<file path="src/rtl/mem_port_arbiter.sv">
// Shares one memory port between instruction fetch and load/store.
// Load/store has priority; a starvation counter bounds the fetch wait, and a tag pipeline steers read data back to its issuer.
module mem_port_arbiter #(
    parameter int unsigned MEM_LAT      = 1,
    parameter int unsigned STARVE_LIMIT = 4
) (
    input  logic        clk,
    input  logic        rst_async_n,

    input  logic        if_req,
    input  logic [19:0] if_addr,
    output logic        if_gnt,
    output logic        if_rvalid,
    output logic [31:0] if_rdata,

    input  logic        ls_req,
    input  logic        ls_we,
    input  logic [19:0] ls_addr,
    input  logic [31:0] ls_wdata,
    output logic        ls_gnt,
    output logic        ls_rvalid,
    output logic [31:0] ls_rdata,

    output logic        mem_en,
    output logic        mem_we,
    output logic [19:0] mem_address,
    output logic [31:0] mem_write_value,
    input  logic [31:0] mem_read_value,

    output logic [15:0] conflict_count
);

    localparam logic [3:0] STARVE_MAX = 4'(STARVE_LIMIT);

    logic [3:0]         starve_cnt_q, starve_cnt_d;
    logic [MEM_LAT-1:0] tag_valid_q, tag_valid_d;
    logic [MEM_LAT-1:0] tag_owner_q, tag_owner_d;
    logic [15:0]        conflict_q, conflict_d;
    logic               fetch_prio;

    // Grants are gated by reset so the port is quiet while reset is held.
    always_comb begin
        fetch_prio      = (starve_cnt_q == STARVE_MAX);
        ls_gnt          = rst_async_n & ls_req & ~(if_req & fetch_prio);
        if_gnt          = rst_async_n & if_req & ~ls_gnt;
        mem_en          = if_gnt | ls_gnt;
        mem_we          = ls_gnt & ls_we;
        mem_address     = '0;
        mem_write_value = '0;
        if (ls_gnt) begin
            mem_address     = ls_addr;
            mem_write_value = ls_wdata;
        end else if (if_gnt) begin
            mem_address = if_addr;
        end
    end

    always_comb begin
        starve_cnt_d = '0;
        if (if_req && !if_gnt) begin
            starve_cnt_d = fetch_prio ? starve_cnt_q : starve_cnt_q + 4'd1;
        end
    end

    // Stores enter the tag pipe as invalid so they never raise an rvalid.
    always_comb begin
        tag_valid_d    = '0;
        tag_owner_d    = '0;
        tag_valid_d[0] = mem_en & ~mem_we;
        tag_owner_d[0] = ls_gnt;
        for (int i = 1; i < int'(MEM_LAT); i++) begin
            tag_valid_d[i] = tag_valid_q[i-1];
            tag_owner_d[i] = tag_owner_q[i-1];
        end
    end

    always_comb begin
        conflict_d = conflict_q;
        if (if_req && ls_req && conflict_q != 16'hFFFF) begin
            conflict_d = conflict_q + 16'd1;
        end
    end

    always_ff @(posedge clk or negedge rst_async_n) begin
        if (!rst_async_n) begin
            starve_cnt_q <= '0;
            tag_valid_q  <= '0;
            tag_owner_q  <= '0;
            conflict_q   <= '0;
        end else begin
            starve_cnt_q <= starve_cnt_d;
            tag_valid_q  <= tag_valid_d;
            tag_owner_q  <= tag_owner_d;
            conflict_q   <= conflict_d;
        end
    end

    assign if_rvalid      = tag_valid_q[MEM_LAT-1] & ~tag_owner_q[MEM_LAT-1];
    assign ls_rvalid      = tag_valid_q[MEM_LAT-1] &  tag_owner_q[MEM_LAT-1];
    assign if_rdata       = mem_read_value;
    assign ls_rdata       = mem_read_value;
    assign conflict_count = conflict_q;

endmodule

</file>
<file path="config.mk">
export PLATFORM = sky130hd
export DESIGN_NAME = mem_port_arbiter
export DESIGN_NICKNAME = d
export VERILOG_FILES = /design/src/rtl/mem_port_arbiter.sv
export SDC_FILE = /design/constraint.sdc
export NUM_CORES = 1
export LEC_CHECK = 0
export ABC_AREA = 1
export BUFFER_PORTS_ARGS = -buffer_cell sky130_fd_sc_hd__buf_4
export CAP_MARGIN = 15
export CORE_AREA = 4 4 93 95
export DETAILED_ROUTE_END_ITERATION = 8
export DIE_AREA = 0 0 97 99
export PLACE_DENSITY = 0.77
export SYNTH_ARGS = -nofsm -noshare
export SYNTH_HDL_FRONTEND = slang
export SYNTH_SLANG_ARGS = --single-unit
</file>
<file path="constraint.sdc">
create_clock -name clk -period 2.5 [get_ports clk]
set_input_delay 0.375 -clock clk [delete_from_list [all_inputs] [get_ports clk]]
set_output_delay 0.375 -clock clk [all_outputs]
set_load 0.005 [all_outputs]
</file>
==> results of run 1 <==
==> final cells by class <==
class | count | area, sq um | area share (%)
tap | 102 | 128 | 4.00
clock buffer | 3 | 41.3 | 1.29
multi-input combinational | 231 | 1050 | 32.9
timing repair buffer | 156 | 1180 | 36.9
clock inverter | 1 | 30.0 | 0.941
inverter | 56 | 215 | 6.74
sequential | 22 | 551 | 17.2
==> layer usage <==
| metal | wire, um | global-route usage [%] |
|---|---|---|
| met1 | 2760 | 16.4 |
| met2 | 3750 | 25.5 |
| met3 | 908 | 6.51 |
| met4 | 108 | 2.81 |
| met5 | 0 | 0 |
==> logic make-up after synthesis <==
kind of cell,share of synthesized area [%]
and+or+nand+nor,37.2
buffers and inverters,32.2
DFF,23.5
xor gates and xnor gates,3.74
AOI/OAI and AO/OA,1.82
adders and majority gates,1.60
==> cells in the mapped netlist, drive strengths merged <==
cell type and count:
nor3 1, nor2 59, nand3 13, buf 73, ha 3, xor2 3, dfrtp 22, xnor2 7
nand4 6, o21ai 7, inv 56, nand3b 1, nand2 129, o211ai 1
==> flip-flops by register name, indices dropped and copies added, names as in the netlist <==
signal / count
conflict_count: 16
starve_cnt_q: 4
tag_owner_q: 1
tag_valid_q: 1
==> repair_timing <==
action | in CTS | in global routing
hold endpoints to repair | 2 | 0
setup endpoints to repair | 1 | 49
cloned | 1 | 0
resized for setup | 0 | 5
buffers inserted | 0 | 2
pin swaps | 1 | 2
hold buffers | 1 | 0
==> through the flow <==
step / total power [uW] / instance area (sq um)
after floorplan: 707 / 2340
after global placement: 879 / 3080
after detailed placement: 888 / 3080
after CTS: 1230 / 3160
after global routing: 1300 / 3190
final: 1220 / 3190
==> power groups by stage <==
stage	Combinational [uW]	Clock [uW]	Sequential (uW)
final	431	336	455
after global routing	479	356	463
after global placement	420	0	460
after CTS	430	345	455
after detailed placement	426	0	462
after floorplan	254	0	453
==> how the worst min path moves through the flow <==
stage | endpoint | slack [ps] | depth (start not counted)
after global routing | conflict_count[3] | 150 | 2
after CTS | conflict_count[4] | 130 | 2
after detailed placement | starve_cnt_q[0] | 190 | 1
after global placement | starve_cnt_q[1] | 190 | 1
after floorplan | conflict_count[0] | 80 | 0
final | conflict_count[6] | 130 | 2
==> worst max-delay path, stage by stage (launching register included) <==
cell and delay [ps]:
dfrtp_1 410, inv_1 70, ha_1 190, nand3b_1 150, nor2_2 90, nor2_4 330
buf_4 210, nand2_1 50, nand2_1 90, buf_4 120
==> impl_metrics.env, run 1 <==
export IMPL_status="complete, no violations"
export IMPL_cp_startpoint="starve_cnt_q[0]"
export IMPL_switching_power_uw=373
export IMPL_io_pin_count=247
export IMPL_ff2ff_setup_slack_ps=770
export IMPL_worstPathRequired_ps=2120
export IMPL_htreeDepth=1
export IMPL_die_w_um=97
export IMPL_nets=582
export IMPL_die_area_sq_um=9600
export IMPL_end_kind="primary output"
export IMPL_layout_drive_gt1_share_pct=36.5
export IMPL_pwr_share_seq_pct=37.2
export IMPL_cts_root_buf="clkbuf_8"
export IMPL_die_h_um=99
export IMPL_synth_largest_area_cell="dfrtp_1"
export IMPL_cts_made_buffers=3
export IMPL_tightest_slew_ps=366
export IMPL_cp_start_kind="register"
export IMPL_skew_ps=2.74
export IMPL_n_fill_cell=800
export IMPL_area_delta_synth_final_pct=36.3
export IMPL_synthesis_nets=493
export IMPL_gp_congestion=0.878
export IMPL_ys_warn_count=0
export IMPL_placed_cells=563
export IMPL_maxCapViolations=0
export IMPL_grt_max_degree=35
export IMPL_holdWs_ps=131
export IMPL_finalWirelength_um=7530
export IMPL_combPwrFrac_pct=35.3
export IMPL_worstSetupEndpoint="mem_address[17]"
export IMPL_p_per_area_nw_per_um2=383
export IMPL_path_clk_slew_ps=80
export IMPL_max_freq_mhz=427
export IMPL_intPower_uw=848
export IMPL_hold_viol_final=0
export IMPL_layout_setup_ws_ps=158
export IMPL_clk_latency_ps=260
export IMPL_initial_core_util_pct=30.3
export IMPL_synth_top_area_share_pct=23.5
export IMPL_grt_total_usage_pct=14.5
export IMPL_antenna_found_initial=0
export IMPL_reg2reg_from="starve_cnt_q[0]"
export IMPL_worst_hold_path_type="in2async"
export IMPL_maxSlewHeadroom_pct=75.5
export IMPL_setup_tns_ps=0
export IMPL_path_class="reg2out"
export IMPL_synth_area_per_cell_sq_um=6.15
export IMPL_p_sw_share_pct=30.5
export IMPL_wire_per_inst_um=13.2
export IMPL_r2r_end="tag_valid_q"
export IMPL_rsz0062_at_grt="false"
export IMPL_antenna_cells=0
export IMPL_final_common_cell="buf_4"
export IMPL_final_cell_count_no_fill=571
export IMPL_finish_utilization_pct=41.3
export IMPL_grt_pass1_vias=2319
export IMPL_grt_ovfl_total=0
export IMPL_arrival_ps=1970
export IMPL_worstPathMaxFanout=8
export IMPL_layout_min_cycle_time_ps=2340
export IMPL_antenna_left=0
export IMPL_placeableCoreArea_sq_um=7730
export IMPL_ys_ff_latch=22
export IMPL_dp_slack_ps=286
export IMPL_cts_sinks=22
export IMPL_layout_common_cells="buf_4, nand2_1, nor2_1"
export IMPL_dp_hpwl_um=6420
export IMPL_p_leak_uw=0.00188
export IMPL_ff2ff_path_depth=8
export IMPL_ir_drop_v=0.000304
export IMPL_row_count=32
export IMPL_grt_first_pass_wirelength_um=11600
export IMPL_clock_path_buffers=2
export IMPL_netlist_area_sq_um=2340
export IMPL_drc=0
export IMPL_synth_area_leaders="dfrtp_1, buf_4, nand2_1"
export IMPL_pwr_share_clk_pct=27.5
export IMPL_port_buffers=150
export IMPL_setup_violations=0
export IMPL_finalCritPeriodShare_pct=93.7
export IMPL_vias=2452
export IMPL_ys_seq_area_share_pct=23.5
export IMPL_synth_cell_types=23
export IMPL_drt_iter0_drc=70
export IMPL_viasPerCell=4.29
export IMPL_first_pass_iters=4
export IMPL_synthCells=381
export IMPL_cts_tree="done"
export IMPL_slew_violations=0
(Power assumes the default switching activity.)
==> run 2: changes to the inputs <==
--- a/config.mk
+++ b/config.mk
@@ -6,7 +6,7 @@
 export NUM_CORES = 1
 export LEC_CHECK = 0
 export ABC_AREA = 1
-export BUFFER_PORTS_ARGS = -buffer_cell sky130_fd_sc_hd__buf_4
+export BUFFER_PORTS_ARGS = -buffer_cell sky130_fd_sc_hd__buf_2
 export CAP_MARGIN = 15
 export CORE_AREA = 4 4 93 95
 export DETAILED_ROUTE_END_ITERATION = 8
==> impl_metrics.env, run 2 (synthesized netlist as in run 1, its figures left out) <==
export IMPL_viasPerCell=4.26
export IMPL_hold_viol_final=0
export IMPL_gp_congestion=0.884
export IMPL_grt_total_usage_pct=14.5
export IMPL_ff2ff_path_depth=8
export IMPL_worstSetupEndpoint="mem_write_value[27]"
export IMPL_grt_pass1_vias=2360
export IMPL_slowest_delay_ps=430
export IMPL_maxSlewHeadroom_pct=77.2
export IMPL_finalWirelength_um=7480
export IMPL_maxCapViolations=0
export IMPL_tightest_slew_ps=341
export IMPL_path_clk_slew_ps=90
export IMPL_ir_drop_v=0.000316
export IMPL_grt_max_degree=35
export IMPL_die_w_um=97
export IMPL_p_sw_share_pct=32.4
export IMPL_r2r_end="tag_valid_q"
export IMPL_path_cells="inv_1 > ha_1 > nand3b_1 > nor2_2 > nor2_4 > inv_4 > nor2_1 > buf_2"
export IMPL_grt_ovfl_total=0
export IMPL_n_fill_cell=829
export IMPL_layout_common_cells="buf_2, nand2_1, nor2_1"
export IMPL_clock_path_buffers=2
export IMPL_status="complete, no violations"
export IMPL_htreeDepth=1
export IMPL_holdWs_ps=169
export IMPL_vias=2434
export IMPL_rsz0062_at_grt="true"
export IMPL_p_leak_uw=0.00181
export IMPL_largest_reg_flops=16
export IMPL_antenna_found_initial=0
export IMPL_intPower_uw=776
export IMPL_reg2reg_from="starve_cnt_q[0]"
export IMPL_die_h_um=99
export IMPL_setup_tns_ps=0
export IMPL_drc=0
export IMPL_wire_per_inst_um=13.1
export IMPL_first_pass_iters=4
export IMPL_port_buffers=150
export IMPL_cts_tree="done"
export IMPL_layout_min_cycle_time_ps=2350
export IMPL_die_area_sq_um=9600
export IMPL_cp_start_kind="register"
export IMPL_path_class="reg2out"
export IMPL_cp_startpoint="starve_cnt_q[0]"
export IMPL_cts_sinks=22
export IMPL_clk_latency_ps=270
export IMPL_dp_hpwl_um=6410
export IMPL_row_count=32
export IMPL_cts_root_buf="clkbuf_8"
export IMPL_slowest_stage="dfrtp_1"
export IMPL_drt_iter0_drc=64
export IMPL_worstPathRequired_ps=2120
export IMPL_end_kind="primary output"
export IMPL_setup_violations=0
export IMPL_placeableCoreArea_sq_um=7730
export IMPL_final_common_cell="buf_2"
export IMPL_regArea_sq_um=551
export IMPL_grt_first_pass_wirelength_um=11500
export IMPL_io_pin_count=247
export IMPL_p_per_area_nw_per_um2=405
export IMPL_antenna_cells=0
export IMPL_layout_drive_gt1_share_pct=36.6
export IMPL_ff2ff_setup_slack_ps=690
export IMPL_area_delta_synth_final_pct=20.8
export IMPL_pwr_share_seq_pct=39.6
export IMPL_nets=583
export IMPL_max_freq_mhz=425
export IMPL_finalCritPeriodShare_pct=94.1
export IMPL_switching_power_uw=372
export IMPL_initial_core_util_pct=30.3
export IMPL_pwr_share_clk_pct=29.3
export IMPL_combPwrFrac_pct=31.1
export IMPL_antenna_left=0
export IMPL_arrival_ps=1980
export IMPL_slew_violations=0
export IMPL_worstPathMaxFanout=34
export IMPL_skew_ps=8.62
export IMPL_cts_made_buffers=3
export IMPL_multiInputGateArea_sq_um=1050
export IMPL_worst_hold_path_type="in2async"
==> run 2: cell count changes in the layout (fill, tap and decap cells not counted), sizes merged <==
cell,previous run,this run
buf,155,156
==> run 2: area by class of cell <==
class	count	share of cell area (%)
multi-input combinational	231	37.1
timing repair buffer	157	28.9
sequential	22	19.5
inverter	56	7.52
tap	102	4.51
clock buffer	3	1.46
clock inverter	1	1.06
==> run 2: power groups by stage <==
stage	sequential, uW	combinational, uW	clock, uW
floorplan	453	254	0
global placement	458	344	0
detailed placement	460	351	0
CTS	453	353	350
global route	465	403	359
finish	454	357	336
==> run 2: worst min-delay path by stage <==
stage                            from           endpoint  depth (start not counted)
after floorplan           rst_async_n  conflict_count[0]                          0
after global placement    rst_async_n    starve_cnt_q[1]                          1
after detailed placement  rst_async_n    starve_cnt_q[0]                          1
after CTS                 rst_async_n  conflict_count[3]                          2
after global routing      rst_async_n  conflict_count[4]                          2
final                     rst_async_n  conflict_count[4]                          2
==> run 2: timing repair <==
action,CTS,global route
setup buffers,0,3
gates resized for setup,0,3
endpoints found under the hold margin,2,0
endpoints found under the setup margin,0,53
hold buffers,1,0
==> run 2: per-layer routing <==
layer  track usage [%]  up-vias  wire length, um
met5                 0        -                0
met4              2.48        0               85
met3              5.94        6              822
met2              25.2      149             3710
met1              17.2     1039             2860
li1                  -     1240                -
==> run 2: metrics by stage <==
stage	cell area, sq um	worst slack [ps]	utilization, %	total power, uW	cells
after floorplan	2340	825	-	707	381
after global placement	2700	405	34.9	801	563
after detailed placement	2700	350	34.9	811	563
after CTS	2780	39.9	36.0	1160	568
after global routing	2830	-18.9	36.6	1230	572
final	2830	147	36.6	1150	572
==> run 2: critical path, delay by kind of cell (launching register included) <==
kind / cells / cell delay (ps)
buffers and inverters: 3 / 390
DFF: 1 / 430
adders and majority gates: 1 / 190
and+or+nand+nor: 4 / 700
